`src/rtl/fifo_rd_stream_if.sv`:
```
// Read-side FIFO port plus downstream valid/ready stream seen by fifo_rd_stream.
// master: the adapter (drives o_*); slave: FIFO/consumer side (drives i_*).
interface fifo_rd_stream_if #(
    parameter int Width = 8
);
    logic             o_rd_en;
    logic [Width-1:0] i_rd_data;
    logic             i_empty;
    logic             o_valid;
    logic [Width-1:0] o_data;
    logic             i_ready;

    modport master (
        output o_rd_en,
        output o_valid,
        output o_data,
        input  i_rd_data,
        input  i_empty,
        input  i_ready
    );

    modport slave (
        input  o_rd_en,
        input  o_valid,
        input  o_data,
        output i_rd_data,
        output i_empty,
        output i_ready
    );
endinterface

```
`src/rtl/fifo_rd_stream.sv`:
```
// Drains a registered-read FIFO into a valid/ready stream via a head+skid buffer.
// Optional accepted-word counter o_count enabled by macro FIFO_RD_STREAM_CNT_EN.
module fifo_rd_stream #(
    parameter int Width    = 8,
    parameter int CntWidth = 16
) (
    input  logic                clk,
    input  logic                rst_n,
    fifo_rd_stream_if.master    bus
`ifdef FIFO_RD_STREAM_CNT_EN
    ,
    output logic [CntWidth-1:0] o_count
`endif
);

    typedef enum logic [1:0] {
        EMPTY = 2'd0,
        ONE   = 2'd1,
        TWO   = 2'd2
    } occ_t;

    occ_t             state_reg;
    logic [Width-1:0] head_reg;
    logic [Width-1:0] skid_reg;
    logic             inflight_reg;
    logic             valid_reg;

    logic       pop;
    logic [1:0] occ;
    logic [2:0] level_after_pop;

    always_comb begin
        occ = 2'd0;
        case (state_reg)
            ONE:     occ = 2'd1;
            TWO:     occ = 2'd2;
            default: occ = 2'd0;
        endcase
    end

    assign pop = valid_reg && bus.i_ready;

    // Words that will still be held or arriving after this cycle's pop; a new
    // read may only be issued while that leaves room for its capture.
    assign level_after_pop = {1'b0, occ} + {2'b00, inflight_reg} - {2'b00, pop};
    assign bus.o_rd_en     = rst_n && !bus.i_empty && (level_after_pop < 3'd2);

    assign bus.o_valid = valid_reg;
    assign bus.o_data  = head_reg;

    always_ff @(posedge clk or negedge rst_n) begin
        if (!rst_n) begin
            state_reg    <= EMPTY;
            head_reg     <= '0;
            skid_reg     <= '0;
            inflight_reg <= 1'b0;
            valid_reg    <= 1'b0;
        end else begin
            inflight_reg <= bus.o_rd_en;
            case (state_reg)
                EMPTY: begin
                    if (inflight_reg) begin
                        head_reg  <= bus.i_rd_data;
                        valid_reg <= 1'b1;
                        state_reg <= ONE;
                    end
                end
                ONE: begin
                    case ({pop, inflight_reg})
                        2'b01: begin
                            skid_reg  <= bus.i_rd_data;
                            state_reg <= TWO;
                        end
                        2'b10: begin
                            valid_reg <= 1'b0;
                            state_reg <= EMPTY;
                        end
                        2'b11: begin
                            head_reg <= bus.i_rd_data;
                        end
                        default: ;
                    endcase
                end
                TWO: begin
                    // The issue rule keeps captures out of TWO, so only a pop moves us.
                    if (pop) begin
                        head_reg  <= skid_reg;
                        state_reg <= ONE;
                    end
                end
                default: begin
                    valid_reg <= 1'b0;
                    state_reg <= EMPTY;
                end
            endcase
        end
    end

`ifdef FIFO_RD_STREAM_CNT_EN
    logic [CntWidth-1:0] count_reg;

    always_ff @(posedge clk or negedge rst_n) begin
        if (!rst_n) begin
            count_reg <= '0;
        end else if (pop) begin
            count_reg <= count_reg + 1'b1;
        end
    end

    assign o_count = count_reg;
`else
    if (CntWidth < 1) begin : g_cnt_width_check
        $error("fifo_rd_stream: CntWidth must be at least 1");
    end
`endif

endmodule

```
`src/flat_wrapper.sv`:
```
// flat-port wrapper written by rule: the top's interface ports become plain ports
module fifo_rd_stream_flat 
#(
    parameter int Width    = 8,
    parameter int CntWidth = 16
)
  (clk, rst_n, bus_o_rd_en, bus_o_valid, bus_o_data, bus_i_rd_data, bus_i_empty, bus_i_ready);
  fifo_rd_stream_if #(.Width(Width)) bus_i ();
  input  logic clk;
  input  logic rst_n;
  output wire logic [$bits(bus_i.o_rd_en)-1:0] bus_o_rd_en;
  output wire logic [$bits(bus_i.o_valid)-1:0] bus_o_valid;
  output wire logic [$bits(bus_i.o_data)-1:0] bus_o_data;
  input wire logic [$bits(bus_i.i_rd_data)-1:0] bus_i_rd_data;
  input wire logic [$bits(bus_i.i_empty)-1:0] bus_i_empty;
  input wire logic [$bits(bus_i.i_ready)-1:0] bus_i_ready;
  assign bus_o_rd_en = bus_i.o_rd_en;
  assign bus_o_valid = bus_i.o_valid;
  assign bus_o_data = bus_i.o_data;
  assign bus_i.i_rd_data = bus_i_rd_data;
  assign bus_i.i_empty = bus_i_empty;
  assign bus_i.i_ready = bus_i_ready;
  fifo_rd_stream #(.Width(Width), .CntWidth(CntWidth)) u_core (.clk(clk), .rst_n(rst_n), .bus(bus_i));
endmodule
```
`config.mk`:
```
export PLATFORM = sky130hd
export DESIGN_NAME = fifo_rd_stream_flat
export DESIGN_NICKNAME = d
export VERILOG_FILES = /design/src/rtl/fifo_rd_stream_if.sv /design/src/rtl/fifo_rd_stream.sv /design/src/flat_wrapper.sv
export SDC_FILE = /design/constraint.sdc
export NUM_CORES = 1
export LEC_CHECK = 0
export ABC_CLOCK_PERIOD_IN_PS = 3400
export CORE_MARGIN = 5
export CORE_UTILIZATION = 40
export CTS_CLUSTER_SIZE = 30
export DETAILED_ROUTE_END_ITERATION = 12
export PLACE_DENSITY = 0.63
export RECOVER_POWER = 100
export SYNTH_ARGS = -nofsm -noshare
export SYNTH_HDL_FRONTEND = slang
export SYNTH_SLANG_ARGS = --single-unit
```
`constraint.sdc`:
```
create_clock -name clk -period 3.4 [get_ports clk]
set_clock_uncertainty 0.05 [all_clocks]
set_input_delay 0.68 -clock clk [delete_from_list [all_inputs] [get_ports clk]]
set_output_delay 0.68 -clock clk [all_outputs]
set_load 0.05 [all_outputs]
```
======== After elaboration in Yosys (flattened, before gate mapping) ========
Index checks and enable logic that the tools add are counted.
storage, ports and cells
  memory bits (read-only) ................. 0
  memories kept ........................... 0
  bits in latches ......................... 0
  bits in writable memories ............... 0
  output and inout bits ................... 10
  word-level logic and storage cells ...... 41
  input port bits ......................... 12
  register bits ........................... 20
cells by class
  order comparisons ....................... 1
  eq/ne operators ......................... 10
  mux-type cells .......................... 12
  shift-type cells ........................ 0
  $add $sub $neg .......................... 2
  bitwise operators ....................... 1
  reduce and logical (&&, ||, !) cells .... 10
  multiply operators ...................... 0
  divide/modulo/power cells ............... 0
operators by type and width
  kind                                                        count
  2-to-1 mux 8 bit                                            3
  case mux 8 bit (3 select lines)                             1
  case mux 2 bit (2 select lines)                             2
  equality test 2 bit, second input constant                  3
  inequality test 2 x 1 -> 1 bit, second input constant       3
  case mux 2 bit (3 select lines)                             1
  AND reduction 3 bit                                         2
  equality test 2 x 1 -> 1 bit, second input constant         2
  2-to-1 mux 2 bit                                            2
  AND reduction 4 bit                                         1
  adder 2 x 1 -> 3 bit                                        1
  logical AND 1 bit                                           3
  less-than comparator 3 x 2 -> 1 bit, second input constant  1
  inequality test 3 x 2 -> 1 bit, second input constant       1
  case mux 1 bit (3 select lines)                             1
  nonzero test 3 bit                                          1
  subtractor 3 x 1 -> 3 bit                                   1
  zero test 2 bit                                             1
  2-to-1 mux 1 bit                                            2
  inequality test 2 bit, second input constant                1
  AND reduction 2 bit                                         1
  zero test 1 bit                                             1
  inverter 1 bit                                              1

======== Longest topological paths before layout ========
Gate-level depths: netlist (run 1).
  word-level depth ........................ 6
  mapped depth ............................ 7
  mapped depth without buffers ............ 7

======== Worst setup path after synthesis (run 1) ========
OpenSTA, ideal clock, no wires.
  path type ............................... register to output
  from .................................... reg u_core.valid_reg, in the netlist u_core.bus.o_valid
  to ...................................... out bus_o_rd_en
  data arrival time ....................... 3.286 ns
  required time ........................... 2.670 ns
  buffers on the path ..................... 0
  setup slack ............................. -0.616 ns
  stages on the path, launching flop included .. 8
  cell sequence ........................... dfrtp_1 nand2_1 inv_1 ha_1 or3b_2 fa_1 xor2_1 nor3_1
on the way
  word-level cells in the longest chain between the ends .. 4
RTL lines
  what                                 RTL line              text
  from (decl)                          fifo_rd_stream.sv:26  logic valid_reg;
  from (signal assigned)               fifo_rd_stream.sv:57  valid_reg <= 1'b0;
  from (signal assigned)               fifo_rd_stream.sv:64  valid_reg <= 1'b1;
  from (signal assigned)               fifo_rd_stream.sv:75  valid_reg <= 1'b0;
  logical AND 1 bit                    fifo_rd_stream.sv:41  assign pop = valid_reg && bus.i_ready;
  subtractor 3 x 1 -> 3 bit            fifo_rd_stream.sv:45  assign level_after_pop = {1'b0, occ} + {2'b00, inflight_reg} - {2'b00, pop};
  less-than comparator 3 x 2 -> 1 bit  fifo_rd_stream.sv:46  assign bus.o_rd_en = rst_n && !bus.i_empty && (level_after_pop < 3'd2);
  logical AND 1 bit                    fifo_rd_stream.sv:46
  to (decl)                            flat_wrapper.sv:11    output wire logic [$bits(bus_i.o_rd_en)-1:0] bus_o_rd_en;
No other way between the ends.

======== Worst setup path after layout (run 1) ========
  from .................................... in bus_i_ready
  to ...................................... out bus_o_rd_en
on the way
  word-level cells in the longest chain between the ends .. 4
RTL lines
  what                                 RTL line              text
  from (decl)                          flat_wrapper.sv:16    input wire logic [$bits(bus_i.i_ready)-1:0] bus_i_ready;
  logical AND 1 bit                    fifo_rd_stream.sv:41
  subtractor 3 x 1 -> 3 bit            fifo_rd_stream.sv:45
  less-than comparator 3 x 2 -> 1 bit  fifo_rd_stream.sv:46
  logical AND 1 bit                    fifo_rd_stream.sv:46
No other way between the ends.

==> results of run 1 <==
-- per-layer routing --
layer | vias up | track usage (%)
met5 | - | 0
met4 | 0 | 5.83
met3 | 4 | 3.49
met2 | 18 | 20.7
met1 | 322 | 16.6
li1 | 327 | -
-- cells in the final DEF, fill, tap and decap left out --
cell             instances
nand3b_2                 1
clkbuf_1                 1
fa_1                     1
clkbuf_2                 1
nand4b_2                 1
nor3_4                   1
o221a_1                  8
inv_1                    3
dfrtp_1                 20
clkbuf_4                 3
buf_4                    6
nand2_1                  1
xor2_1                   1
ha_2                     1
or2_2                    3
nor2_1                   1
o21ai_0                  2
buf_12                   1
clkdlybuf4s50_1         18
dlygate4sd3_1            1
or3b_4                   1
or2_1                    6
mux2_2                   8
inv_2                    1
ha_1                     3
and2b_1                  1
mux2i_1                  1
o22ai_1                  1
o21ai_2                  1
a21oi_1                  2
bufinv_16                1
nor2b_1                  1
nand2_2                  2
-- path summary, 6_finish.rpt --
path	cells past startpoint	from	slack, ns	to
worst min-delay path	1	u_core.skid_reg[3]$_DFFE_PN0P_	0.46	u_core.skid_reg[3]$_DFFE_PN0P_
min in group asynchronous	2	rst_n	1.12	u_core.bus.o_data[1]$_DFFE_PN0P_
worst min register to register	1	u_core.skid_reg[3]$_DFFE_PN0P_	0.46	u_core.skid_reg[3]$_DFFE_PN0P_
worst max register to register	10	u_core.bus.o_valid$_DFFE_PN0P_	1.18	u_core.inflight_reg$_DFF_PN0_
worst max-delay path	12	bus_i_ready	0.12	bus_o_rd_en
max in group asynchronous	2	rst_n	1.56	u_core.inflight_reg$_DFF_PN0_
-- per-stage QoR --
stage | utilization (%) | power, mW | setup TNS, ns | worst slack, ns
after floorplan | - | 0.752 | 0 | 0.00617
after global placement | 55.0 | 0.916 | -0.270 | -0.270
after detailed placement | 55.0 | 0.930 | -0.284 | -0.284
after CTS | 58.5 | 1.14 | 0 | 0.000983
after global routing | 58.4 | 1.20 | -0.0110 | -0.0110
final | 58.4 | 1.13 | 0 | 0.122
-- logic make-up after synthesis --
family                     Yosys count  synth area share (%)
DFF                                 20                  51.9
buffers and inverters                6                  3.51
xor gates and xnor gates             1                 0.909
and+or+nand+nor                     19                  13.0
adders and majority gates            5                  7.27
muxes                                9                  10.4
AOI/OAI and AO/OA                   14                  13.0
-- power breakdown --
group | switching (mW) | total, mW | internal, mW
combinational | 0.304 | 0.537 | 0.233
clock | 0.0745 | 0.194 | 0.119
sequential | 0.0610 | 0.400 | 0.339
total | 0.440 | 1.13 | 0.691
-- layout make-up --
type / count / area [um^2] / share of cell area, %
repair buffers: 28 / 264 / 20.0
multi-input cells: 48 / 450 / 34.2
inverters: 4 / 15.0 / 1.14
flip-flops and latches: 20 / 500 / 38.0
well taps: 28 / 35.0 / 2.66
clock inverters: 1 / 30.0 / 2.28
clock buffers: 3 / 22.5 / 1.71
-- what timing repair did --
| item | in CTS | in global routing |
|---|---|---|
| pin swaps | 3 | 4 |
| gates resized for setup | 3 | 5 |
| setup endpoints to repair | 1 | 1 |
| gates cloned | 0 | 0 |
| buffers inserted | 3 | 0 |
| hold buffers | 0 | 0 |
==> metrics, run 1 <==
CP Capture Type=output port; CP max FO=2; met1 WL=844 um; Rows=17; power density cells=858 mW/mm^2; count of unique library cells instantiated by Yosys=24; total length of routed wires=1.91 mm; Synth Net Count=91; Setup Viol. Count Final=0; fill count=210; top-count cell post-synth=dfrtp_1; clock latency on the worst-skew pair=0.30 ns; fin crit period=3.28 ns; number of flops mapped to enable cells by yosys=0; die area=0.00349 mm^2; DRT Pass-1 Iters=4; fmax=305 MHz; total number of vias=671; clock tree sinks=20; 1st-iter DRT viols=11; placed cell area=0.00124 mm^2; Worst path max stage delay=0.52 ns; Final ANT Viol Nets=0; die width=59.1 um; Layout Nets=122; most common library cells after synthesis=dfrtp_1 (20), mux2_2 (8), o221a_1 (8); io pins=22; critical path launch point type=primary input; drt drc=0; placed cell count=125; WP data required=2.67 ns; first-pass GRT wire length=3.42 mm; fin. max-slew vios=0; Post-Syn Instances=74; Hold Crit Class=flop to flop; clock buffer depth=2; #FFs+latches synth=20; CTS tree=yes; Placer Congestion=0.746; ANT cells=0; Final Cell Area=0.00132 mm^2; largest net degree at the start of global routing=21; worst vdd ir=0.000422 V; synthesis-to-layout area growth=36.8%; Main synth FF type=dfrtp_1; metal3 WL=131 um; FFs w/ async S/R, synth=100%; Slowest-stage cell, CP=fa_1; largest delay contributor family on the critical path=buffers and inverters; root cell of the clock tree=clkbuf_4; crit-path most repeated cell=buf_4; WP buf/inv=7; layout cells sized above 1=30.8%; Final HPWL DP=1.38 mm; leak pwr=0.579 nW; DR WL met2=911 um; initial antenna violation count=0; crit path kind=primary input to output port; Syn Area/Cell=13.0 um^2; CTS buffer count=3; port bufs=21; Synth area leader=dfrtp_1; status=completed; top cells by area, synth=dfrtp_1 (52%), mux2_2 (9.4%), o221a_1 (9.4%), ha_1 (5.2%), or2_1 (3.9%); H-tree levels=1; crit-path cells=clkbuf_2, nand2_2, inv_2, buf_4, buf_4, buf_4, buf_4, ha_2, fa_1, nand2_2, nor3_4, buf_12; final std cells w/o fill=132; sequential fraction of the synthesis area=51.9%; Slew @ Worst Pin=1.03 ns; Core Region=0.00225 mm^2; clock slew at reported path FFs=0.11 ns; yosys warns=0; fin crit share=96.4%; drt via density=5.08; WHS=0.460 ns; MaxCap Viol Count=0; synthesized area=963 um^2; Die H=59.1 um; Rel. slew slack=31.0%; uppermost routed layer=met4; top-area cell type share of the netlist area=51.9%; Total GRT Usage=13.1%; GR Overflow Total=0; drt wl/cell=14.5 um; vias in the first global route=705; final hold violation count=0; CP arrival=2.55 ns; Starting Density=42.7%
(Power assumes the default switching activity.)
==> inputs of run 2 (changes only) <==
ABC_AREA = 1   (was default)
PLACE_DENSITY = 0.62   (was 0.63)
==> run 2 against run 1 <==
Compared with the run above:
- critical path depth down 3
- synthesized cell count up 84%
- worst setup slack better by 0.0071 ns
- total power up 20%
- largest cell class is now multi-input combinational cells
- largest power group unchanged
==> metrics, run 2 <==
status=completed; total number of vias=982 (+46%); simple-gate area share of the yosys netlist=41.4% (+28 points); H-tree levels=1 (unchanged); count of unique library cells instantiated by Yosys=22 (-8.3%); fill count=265 (+26%); sequential share of power=30.3% (-5.1 points); FFs w/ async S/R, synth=100% (unchanged); Adder-Cell Fraction of Synth Area=6.39% (-0.89 points); RSZ-0062 raised after global routing=no; Synth Net Count=153 (+68%); Starting Density=40.8% (-1.9 points); drt drc=0 (unchanged); net switching power=0.680 mW (+55%); WHS=0.426 ns (-0.0335 ns); Syn Area/Cell=8.07 um^2 (-38%); crit path kind=primary input to output port; top-count cell post-synth=nand2_1; Combinational Power Share=59.2% (+12 points); largest net degree at the start of global routing=21 (unchanged); #FFs+latches synth=20 (unchanged); drt wl/cell=12.1 um (-17%); Compound-Gate Fraction of Synth Area=1.03% (-12 points); drt via density=5.01 (-1.4%); worst r2r path cells=8 (-2); fin. max-slew vios=0 (unchanged); WP buf/inv=3 (-4); clock slew at reported path FFs=0.12 ns (about the same); yosys warns=0 (unchanged); die width=62.4 um (+5.6%); most frequent cells in the layout=nand2_1 (59), nand3_1 (25), dfrtp_1 (20); first-pass GRT wire length=4.28 mm (+25%); cell-internal power=0.672 mW (-2.8%); sequential fraction of the synthesis area=45.6% (-6.3 points); CP arrival=2.54 ns (about the same); top cells by area, synth=dfrtp_1 (46%), nand2_1 (21%), nand3_1 (11%), ha_1 (4.6%), nand2_4 (2.1%); GR Overflow Total=0 (unchanged); Hold Crit Class=flop to flop; xor/xnor cell area share of the yosys netlist=0% (-0.91 points); crit-path cells=clkdlybuf4s15_1, nand2_2, inv_2, ha_1, or2_4, fa_1, nand3b_1, nor3b_4, buf_12; clock latency on the worst-skew pair=0.30 ns (about the same); Post-Syn Instances=136 (+84%); Final HPWL DP=1.76 mm (+27%); DRT Pass-1 Iters=4 (unchanged); Net Sw Frac=50.3% (+11 points); vias in the first global route=1,005 (+43%); 1st-iter DRT viols=58 (+47); total length of routed wires=2.36 mm (+23%); Slew @ Worst Pin=1.13 ns (+0.0943 ns); top-area cell type share of the netlist area=45.6% (-6.3 points); worst vdd ir=0.000554 V (+31%); Final ANT Viol Nets=0 (unchanged); CP Capture Type=output port; Die H=62.4 um (+5.6%); Rel. slew slack=24.8% (-6.3 points); clock tree sinks=20 (unchanged); fmax=306 MHz (+0.22%); synthesis-to-layout area growth=29.3%; port bufs=21 (unchanged); layout cells sized above 1=13.9% (-17 points); final hold violation count=0 (unchanged); Rows=19 (+2); Clock Power Share=10.5% (-6.6 points); Final Util=52.8% (-5.6 points); mux share of post-synthesis cell area=0% (-10 points); Worst path depth=9 (-3); largest delay contributor family on the critical path=adder cells; power density cells=953 mW/mm^2 (+11%); Post-CTS Hold Buffers=0 (unchanged); Layout Nets=183 (+50%); Core Region=0.00269 mm^2 (+19%); root cell of the clock tree=clkbuf_4; Setup Viol. Count Final=0 (unchanged); synthesized area=0.00110 mm^2 (+14%); Worst path max stage delay=0.48 ns (-0.04 ns); die area=0.00389 mm^2 (+11%); Placer Congestion=0.873 (+17%); Main synth FF type=dfrtp_1; fin crit period=3.27 ns (-0.00715 ns); most common library cells after synthesis=nand2_1 (60), nand3_1 (25), dfrtp_1 (20); Slowest-stage cell, CP=fa_1; number of flops mapped to enable cells by yosys=0 (unchanged); CTS tree=yes; critical path launch point type=primary input; fin crit share=96.2% (-0.21 points); most common cell after layout, fill and taps aside=nand2_1; Worst Hold Depth=2 (+1); io pins=22 (unchanged); initial antenna violation count=0 (unchanged); clock buffer depth=2 (unchanged); MaxCap Viol Count=0 (unchanged); ANT cells=0 (unchanged); combinational family with the most area after synthesis=simple AND/OR/NAND/NOR gates; WP data required=2.67 ns (about the same); leak pwr=0.747 nW (+29%); Total GRT Usage=13.2% (+0.092 points); CP max FO=2 (unchanged); setup TNS=0 ns (unchanged); Synth area leader=dfrtp_1; CTS buffer count=3 (unchanged)
==> run 2: cell types whose count changed after synthesis, moves of 3 or more <==
cell and delta:
mux2_2 -8, o221a_1 -8, nand3_1 +25, or2_1 -6
nand2_1 +57, inv_2 +3, nor2_1 +3
==> run 2: worst paths after layout <==
kind,from,end,slack (ns)
min reg2reg,u_core.bus.o_data[4]$_DFFE_PN0P_,u_core.bus.o_data[4]$_DFFE_PN0P_,0.43
max,bus_i_ready,bus_o_rd_en,0.13
max in group asynchronous,rst_n,u_core.skid_reg[2]$_DFFE_PN0P_,1.51
min in group asynchronous,rst_n,u_core.bus.o_valid$_DFFE_PN0P_,1.12
min,u_core.bus.o_data[4]$_DFFE_PN0P_,u_core.bus.o_data[4]$_DFFE_PN0P_,0.43
max reg2reg,u_core.bus.o_valid$_DFFE_PN0P_,u_core.inflight_reg$_DFF_PN0_,1.20
==> run 2: what timing repair did <==
action / CTS / global route
setup endpoints to repair: 1 / 1
gates resized for setup: 2 / 3
pin swaps: 3 / 2
setup buffers: 1 / 1
==> run 2: power by group through the flow <==
| stage | Sequential (mW) | Combinational, mW | Clock (mW) |
|---|---|---|---|
| after floorplan | 0.585 | 0.419 | 0 |
| after global placement | 0.413 | 0.803 | 0 |
| after detailed placement | 0.417 | 0.817 | 0 |
| after CTS | 0.412 | 0.826 | 0.148 |
| after global routing | 0.425 | 0.887 | 0.159 |
| final | 0.410 | 0.800 | 0.142 |
==> run 2: layout make-up <==
type / count / area (um^2) / share of cell area (%)
clock buffers: 4 / 36.3 / 2.56
flip-flops and latches: 20 / 500 / 35.3
multi-input cells: 105 / 547 / 38.5
well taps: 31 / 38.8 / 2.73
repair buffers: 28 / 265 / 18.7
inverters: 8 / 31.3 / 2.20
==> run 2: worst register-to-register path, stage by stage (launching register included) <==
cell and delay [ns]:
dfrtp_1 0.44, nand2_2 0.10, inv_2 0.04, ha_1 0.26, or2_4 0.25, fa_1 0.48
nand3b_1 0.12, nor3b_4 0.27, buf_4 0.14
==> run 2: logic make-up after synthesis <==
kind of cell,after synthesis
buffers and inverters,11
adder cells (fa/ha/maj),5
AND/OR/NAND/NOR,98
AO/OA/AOI/OAI,2
flip-flops,20
==> run 2: per-stage QoR <==
stage	power, mW	instances	cell area, um^2	setup WS [ns]
detailed placement	1.23	190	1370	-0.205
global route	1.47	196	1420	0.0285
global placement	1.22	190	1370	-0.176
finish	1.35	196	1420	0.129
floorplan	1.00	136	1100	0.115
CTS	1.39	195	1420	0.0399
==> run 2: routing by layer <==
layer	up-vias	routed length, um	track usage [%]
met4	0	36	5.84
li1	495	-	-
met5	-	0	0
met2	21	1120	21.1
met3	5	103	2.70
met1	461	1100	17.0
==> inputs of run 3 (changes only) <==
ABC_CLOCK_PERIOD_IN_PS = 3850   (was 3400)
CTS_BUF_LIST = sky130_fd_sc_hd__clkbuf_8   (was default)
clock period = 3.85 ns   (was 3.4 ns; I/O delays follow)
==> run 3 against run 2 <==
Compared with the run above:
- clock power grew 13%
- final cell count is 2.0% lower
- first-iteration DRC count up 14%
- critical endpoint unchanged
- largest power group unchanged
==> metrics, run 3 (synthesis gave the netlist of run 2 again) <==
Worst path max stage delay=0.49 ns (about the same); power density cells=862 mW/mm^2 (-9.5%); Combinational Power Share=55.0% (-4.2 points); largest delay contributor family on the critical path=adder cells; Final ANT Viol Nets=0 (unchanged); WP data required=3.03 ns (+0.36 ns); most frequent cells in the layout=nand2_1 (61), nand3_1 (25), dfrtp_1 (20); placed cell area=0.00135 mm^2 (-1.6%); Clock Power Share=13.3% (+2.8 points); 1st-iter DRT viols=66 (+14%); Net Sw Frac=49.6% (-0.67 points); GR Overflow Total=0 (unchanged); layout cells sized above 1=10.6% (-3.4 points); final hold violation count=0 (unchanged); vias in the first global route=972 (-3.3%); uppermost routed layer=met4; cell-internal power=0.609 mW (-9.4%); DR WL met2=1.19 mm (+6.1%); ANT cells=0 (unchanged); crit path launch=bus_i_ready; setup TNS=0 ns (unchanged); fmax=278 MHz; initial antenna violation count=0 (unchanged); CTS tree=yes; most common cell after layout, fill and taps aside=nand2_1; clock buffer depth=2 (unchanged); drt via density=4.96 (-0.93%); H-tree levels=1 (unchanged); worst r2r path cells=7 (-1); CP Capture Type=output port; clock tree sinks=20 (unchanged); crit-path cells=clkdlybuf4s25_1, nand2_1, inv_1, ha_1, or2_2, fa_1, nand3b_1, nor3b_2, clkbuf_16; Hold Startpoint=u_core.bus.o_data[7]$_DFFE_PN0P_; Slowest-stage cell, CP=fa_1; reg2reg setup slack=1.71 ns (+0.51 ns); Post-CTS Hold Buffers=0 (unchanged); crit path kind=primary input to output port; largest net degree at the start of global routing=21 (unchanged); Setup Viol. Count Final=0 (unchanged); clock slew at reported path FFs=0.07 ns (-0.05 ns); Placer Congestion=0.876 (+0.31%); CP max FO=3 (+1); Final Cell Area=0.00140 mm^2 (-1.1%); Core Region=0.00269 mm^2 (unchanged); die area=0.00389 mm^2 (unchanged); io pins=22 (unchanged); RSZ-0062 raised after global routing=no; total number of vias=953 (-3.0%); critical path launch point type=primary input; worst vdd ir=0.000454 V (-18%); drt wl/cell=12.6 um (+4.6%); Die H=62.4 um (unchanged); WP buf/inv=3 (unchanged); leak pwr=0.739 nW (-1.1%); met1 WL=1.12 mm (+2.4%); Hold Crit Class=flop to flop; CP arrival=2.77 ns (+0.23 ns); MaxCap Viol Count=0 (unchanged); first-pass GRT wire length=4.29 mm (+0.30%); Worst Hold Depth=2 (unchanged); metal3 WL=89 um (-14%); sequential share of power=31.7% (+1.4 points); Final HPWL DP=1.81 mm (+2.8%); die width=62.4 um (unchanged); Layout Nets=179 (-2.2%); Slew @ Worst Pin=1.08 ns (-0.0445 ns); total length of routed wires=2.42 mm (+2.5%); CTS buffer count=3 (unchanged); status=completed; clock latency on the worst-skew pair=0.26 ns (-0.04 ns); fill count=274 (+3.4%); port bufs=21 (unchanged); fin crit share=93.3%; net switching power=0.600 mW (-12%); hold endpoint=u_core.bus.o_data[7]$_DFFE_PN0P_; root cell of the clock tree=clkbuf_8; final std cells w/o fill=192 (-2.0%); fin crit period=3.59 ns; WHS=0.415 ns (-0.0109 ns); fin. max-slew vios=0 (unchanged); synthesis-to-layout area growth=27.8%; DRT Pass-1 Iters=4 (unchanged); capturing point of the worst reg2reg path=u_core.inflight_reg$_DFF_PN0_; Rows=19 (unchanged); Rel. slew slack=27.7% (+3.0 points); Starting Density=40.8% (unchanged); Total GRT Usage=13.4% (+0.26 points); Worst R2R Start=u_core.bus.o_valid$_DFFE_PN0P_; drt drc=0 (unchanged); placed cell count=188 (-1.1%)
[run 3: worst register-to-register path: stages (launching register included)]
cell,delay [ns]
dfrtp_1,0.42
nand2_1,0.10
inv_1,0.07
ha_1,0.26
or2_2,0.30
fa_1,0.49
nand3b_1,0.10
nor3b_2,0.25
[run 3: power groups by stage]
stage | clock [mW] | combinational, mW | sequential, mW
finish | 0.161 | 0.666 | 0.383
global route | 0.176 | 0.739 | 0.395
CTS | 0.165 | 0.693 | 0.384
detailed placement | 0 | 0.691 | 0.387
global placement | 0 | 0.677 | 0.383
floorplan | 0 | 0.364 | 0.516
[run 3: worst max path at each step]
stage	end	slack, ns	cells after the start
2_1_floorplan	bus_o_rd_en	0.28	7
3_3_place_gp	bus_o_rd_en	0.06	9
3_5_place_dp	bus_o_rd_en	0.02	9
4_1_cts	bus_o_rd_en	0.02	9
5_1_grt	bus_o_rd_en	0.16	9
6_report	bus_o_rd_en	0.26	9
[run 3: routing by layer]
metal	global-route usage, %	vias up
li1	-	485
met1	16.7	449
met2	21.5	17
met3	3.42	2
met4	6.37	0
met5	0	-
[run 3: final cells by class]
type / count / area, um^2 / share of cell area (%)
well taps: 31 / 38.8 / 2.77
repair buffers: 24 / 244 / 17.4
clock buffers: 4 / 55.1 / 3.93
flip-flops and latches: 20 / 500 / 35.7
multi-input cells: 105 / 533 / 38.0
inverters: 8 / 31.3 / 2.23
[run 3: per-stage QoR]
step                      util (%)  power [mW]  setup WS (ns)
after detailed placement      50.2        1.08         0.0208
final                         52.2        1.21          0.257
after global placement        50.2        1.06         0.0604
after floorplan                  -       0.881          0.283
after CTS                     52.3        1.24         0.0161
after global routing          52.2        1.31          0.159
[run 3: repair_timing]
action,CTS,global route
buffers inserted,0,0
endpoints found under the setup margin,0,1
resized for setup,0,4
